File: src/rtl/alu_result_skid_stage.sv
// EX->MEM stage after the ALU: two-entry skid buffer with a registered in_ready,
// branch-taken resolution at capture and a saturating back-pressure counter.
module alu_result_skid_stage #(
   parameter int DATA_W = 32,
   parameter int TAG_W  = 5,
   parameter int CNT_W  = 16
) (
   input  logic              clk,
   input  logic              rst,
   input  logic              in_valid,
   output logic              in_ready,
   input  logic [DATA_W-1:0] in_result,
   input  logic              in_zero,
   input  logic [TAG_W-1:0]  in_tag,
   input  logic              in_branch,
   input  logic              flush,
   output logic              out_valid,
   input  logic              out_ready,
   output logic [DATA_W-1:0] out_result,
   output logic              out_zero,
   output logic [TAG_W-1:0]  out_tag,
   output logic              out_take,
   output logic [CNT_W-1:0]  stall_cnt
);

   typedef enum logic [1:0] {
      EMPTY = 2'd0,
      ONE   = 2'd1,
      TWO   = 2'd2
   } state_t;

   state_t state_q;
   state_t state_d;

   logic accept;
   logic pop;
   logic load_h;
   logic load_s;
   logic shift_s;

   logic [DATA_W-1:0] h_result;
   logic              h_zero;
   logic [TAG_W-1:0]  h_tag;
   logic              h_take;
   logic [DATA_W-1:0] s_result;
   logic              s_zero;
   logic [TAG_W-1:0]  s_tag;
   logic              s_take;

   // Handshake flags come only from the registered state, so in_ready never sees out_ready.
   assign in_ready  = (state_q != TWO);
   assign out_valid = (state_q != EMPTY);
   assign accept    = in_valid & in_ready;
   assign pop       = out_valid & out_ready;

   always_comb begin
      state_d = state_q;
      load_h  = 1'b0;
      load_s  = 1'b0;
      shift_s = 1'b0;
      case (state_q)
         EMPTY: begin
            if (accept) begin
               state_d = ONE;
               load_h  = 1'b1;
            end
         end
         ONE: begin
            if (accept && pop) begin
               load_h = 1'b1;
            end else if (accept) begin
               state_d = TWO;
               load_s  = 1'b1;
            end else if (pop) begin
               state_d = EMPTY;
            end
         end
         TWO: begin
            if (pop) begin
               state_d = ONE;
               shift_s = 1'b1;
            end
         end
         default: state_d = EMPTY;
      endcase
      // Flush wins over everything; the word offered in this cycle is dropped.
      if (flush) begin
         state_d = EMPTY;
         load_h  = 1'b0;
         load_s  = 1'b0;
         shift_s = 1'b0;
      end
   end

   always_ff @(posedge clk) begin
      if (rst) begin
         state_q <= EMPTY;
      end else begin
         state_q <= state_d;
      end
   end

   always_ff @(posedge clk) begin
      if (rst) begin
         h_result <= '0;
         h_zero   <= 1'b0;
         h_tag    <= '0;
         h_take   <= 1'b0;
      end else if (load_h) begin
         h_result <= in_result;
         h_zero   <= in_zero;
         h_tag    <= in_tag;
         h_take   <= in_branch & in_zero;
      end else if (shift_s) begin
         h_result <= s_result;
         h_zero   <= s_zero;
         h_tag    <= s_tag;
         h_take   <= s_take;
      end
   end

   always_ff @(posedge clk) begin
      if (rst) begin
         s_result <= '0;
         s_zero   <= 1'b0;
         s_tag    <= '0;
         s_take   <= 1'b0;
      end else if (load_s) begin
         s_result <= in_result;
         s_zero   <= in_zero;
         s_tag    <= in_tag;
         s_take   <= in_branch & in_zero;
      end
   end

   // Counts every back-pressured cycle, flush included, and sticks at all-ones.
   always_ff @(posedge clk) begin
      if (rst) begin
         stall_cnt <= '0;
      end else if (out_valid && !out_ready && (stall_cnt != {CNT_W{1'b1}})) begin
         stall_cnt <= stall_cnt + {{(CNT_W-1){1'b0}}, 1'b1};
      end
   end

   assign out_result = h_result;
   assign out_zero   = h_zero;
   assign out_tag    = h_tag;
   assign out_take   = h_take;

endmodule

File: config.mk
export PLATFORM = sky130hd
export DESIGN_NAME = alu_result_skid_stage
export DESIGN_NICKNAME = d
export VERILOG_FILES = /design/src/rtl/alu_result_skid_stage.sv
export SDC_FILE = /design/constraint.sdc
export NUM_CORES = 1
export LEC_CHECK = 0
export BUFFER_PORTS_ARGS = -buffer_cell sky130_fd_sc_hd__clkbuf_2
export CORE_UTILIZATION = 45
export CTS_CLUSTER_SIZE = 12
export DETAILED_ROUTE_END_ITERATION = 8
export MAX_ROUTING_LAYER = met4
export PLACE_DENSITY = 0.69
export SLEW_MARGIN = 20
export SYNTH_ARGS = -nofsm -noshare
export SYNTH_HDL_FRONTEND = slang
export SYNTH_SLANG_ARGS = --single-unit
File: constraint.sdc
create_clock -name clk -period 3 [get_ports clk]
set_input_delay 0.75 -clock clk [delete_from_list [all_inputs] [get_ports clk]]
set_output_delay 0.75 -clock clk [all_outputs]
set_load 0.05 [all_outputs]
==> flow_metrics.py <==
metrics = {
    "finish": {
        "fillCellCount": 817,
        "stdcell_count": 657,
        "register_area_sq_mm": 0.00192,
        "drive_gt1_share_pct": 24.4,
        "antennaDiodeCount": 0,
        "final_area_sq_mm": 0.00476,
        "finalNetCount": 589,
        "multi_input_area_sq_mm": 0.00193,
        "syn_to_final_growth_pct": 18.7,
        "postLayoutCoreUtil_pct": 54.8,
    },
    "timing": {
        "totalNegativeSetupSlack_ns": 0,
        "period_share_pct": 67.0,
        "setup_viol": 0,
        "tightest_slew_ns": 0.930,
        "slew_violations": 0,
        "rsz0062_at_grt": "false",
        "max_freq_mhz": 497,
        "fin_crit_ns": 2.01,
        "finClkSkew_ns": 0.0101,
        "hold_viol_final": 0,
        "slew_headroom_pct": 38.0,
    },
    "detailed_routing": {
        "totalWireLength_um": 9100,
        "vias": 3524,
        "first_iter_violations": 140,
        "viasPerCell": 5.36,
        "drtAntennaViolNets": 0,
        "wl_per_cell_um": 13.9,
        "dr.pass1.iters": 4,
        "drc_errors": 0,
    },
    "pwr": {
        "power_leakage_nw": 1.76,
        "vdd.ir_drop.worst_v": 0.000248,
        "powerDensity_mw_per_mm2": 515,
    },
    "logic_synthesis": {
        "synth.net_count": 504,
        "synth_area_leader_cell": "dfxtp_1",
        "syn_area_per_cell_sq_um": 8.74,
        "ys_ff_latch": 96,
        "syn_inst": 459,
        "synth_most_common_cell": "dfxtp_1",
        "synth-edff-count": 0,
        "yosys-top-cells-count": "96 x dfxtp_1, 85 x nand2_1, 50 x a21oi_1",
        "async_flop_share_pct": 0,
        "synth_cell_type_count": 37,
        "yosysWarnings": 0,
        "seq_area_frac_synth_pct": 47.9,
        "ys.flop_type": "dfxtp_1",
        "synth_top_area_share_pct": 47.9,
        "synth_area_leaders": "dfxtp_1 48%, mux2i_1 10%, nand2_1 8.0%, a211oi_1 7.7%, a21oi_1 6.2%",
        "syn_area_sq_mm": 0.00401,
    },
    "clocking": {
        "clockBufferDepth": 2,
        "hold_buffers": 0,
        "cts_buffers": 9,
        "cts_tree": "done",
        "cts.sinks": 96,
        "post_cts_buffers": 0,
        "clk_pin_slew_worst_paths_ns": 0.09,
        "cts_root_buf": "clkbuf_8",
        "htree_num_levels": 3,
        "ctsResizeCount": 0,
        "clk_latency_ns": 0.35,
    },
    "worst_setup_path": {
        "crit_path_start_kind": "flop",
        "required_ns": 2.25,
        "r2r_setup_slack_ns": 1.19,
        "path_max_fanout": 7,
        "worstPathArrival_ns": 1.26,
        "r2r-end": "out_result[4]",
        "worstRegToRegCells": 5,
        "timing.rr.start": "state_q[0]",
        "crit_path_end_kind": "primary output",
        "crit_type": "flop to primary output",
    },
    "floorplan": {
        "start_util_pct": 46.2,
        "die_h_um": 96.4,
        "core.rowCount": 34,
        "coreArea_sq_mm": 0.00868,
        "dieArea_sq_mm": 0.00930,
        "boundaryPins": 101,
        "die_w_um": 96.4,
    },
    "place": {
        "dpl.hpwl_um": 6030,
        "place.gp.congestion": 0.850,
        "io_buffers": 100,
        "placed_cells": 641,
        "dpl_cell_area_sq_mm": 0.00458,
    },
    "global_routing": {
        "antenna_found_initial": 0,
        "grtUsageTotal_pct": 20.1,
        "grt_max_degree": 53,
        "grt-ovfl-total": 0,
        "grt_pass1_wl_um": 14400,
        "grt_pass1_vias": 3160,
    },
    "job": {
        "drv_cap": 0,
    },
    "min_path": {
        "worstHoldStart": "s_take",
        "hp-class": "flop to flop",
        "min_to": "s_take",
        "hold_depth": 2,
    },
    "status": {
        "outcome": "finished, final reports clean",
    },
}
==> metrics by stage <==
stage | hold WS (ns) | power (W) | worst slack (ns)
floorplan | 0.431 | 0.00160 | 1.06
global route | 0.471 | 0.00255 | 0.897
CTS | 0.459 | 0.00248 | 0.966
finish | 0.459 | 0.00245 | 0.990
global placement | 0.437 | 0.00169 | 0.771
detailed placement | 0.447 | 0.00170 | 0.689
==> sequential cells by signal (all words and copies together), names as in the netlist <==
register	cells
s_result	32
s_take	1
s_zero	1
stall_cnt	16
s_tag	5
out_take	1
out_zero	1
out_tag	5
state_q	2
out_result	32
==> final cells by class <==
| class | count | share of cell area [%] |
|---|---|---|
| Clock inverter | 7 | 1.10 |
| Tap cell | 108 | 2.84 |
| Timing Repair Buffer | 107 | 12.1 |
| Multi-Input combinational cell | 325 | 40.5 |
| Inverter | 5 | 0.394 |
| Sequential cell | 96 | 40.4 |
| Clock buffer | 9 | 2.60 |
==> kinds of logic (layout without fill, tap and decap cells) <==
logic type | count (synthesis) | in the layout | synth area share, %
flops | 96 | 96 | 47.9
mux | 44 | 44 | 11.1
simple gates | 173 | 173 | 19.4
buf+inv | 38 | 128 | 4.21
fa+ha+maj | 1 | 1 | 0.312
compound gates | 107 | 107 | 17.1
==> where the power goes <==
| group | total [W] | switching [W] | internal [W] |
|---|---|---|---|
| clock network | 0.000778 | 0.000468 | 0.000309 |
| registers | 0.00134 | 0.0000246 | 0.00132 |
| logic | 0.000331 | 0.000238 | 0.0000923 |
==> routing by layer <==
layer / part of all wire [%] / vias up / track usage (%)
met5: 0 / - / -
met4: 0.96 / 0 / 6.13
met3: 4.2 / 8 / 3.60
met2: 47 / 79 / 32.2
met1: 48 / 1655 / 25.9
li1: - / 1782 / -
==> placed cells by master, fill, tap and decap left out, types with 3 or more instances in the layout <==
master and count:
nand2_1 85, mux2i_1 40, clkbuf_2 99, inv_6 3, a211oi_1 41, or4_1 7, mux2_2 4, clkbuf_8 9
inv_1 5, o31ai_1 6, buf_4 5, nor2b_1 6, a21oi_1 50, nor3_1 3, nand3_1 5, nand2b_1 4
dfxtp_1 96, nand4_1 5, nor2_1 44
==> worst max path at each step <==
stage	from	end	cells after the start
global placement	out_ready	stall_cnt[8]	5
detailed placement	out_ready	out_result[4]	6
floorplan	out_ready	stall_cnt[4]	5
global route	out_ready	out_result[4]	6
finish	state_q[1]	out_valid	2
CTS	state_q[0]	in_ready	2
==> worst max-delay path: stages, from the launching register on <==
cell and delay (ns):
dfxtp_1 0.37, or2_2 0.31, clkbuf_2 0.23
No activity file was read; power rests on OpenSTA's default activity.
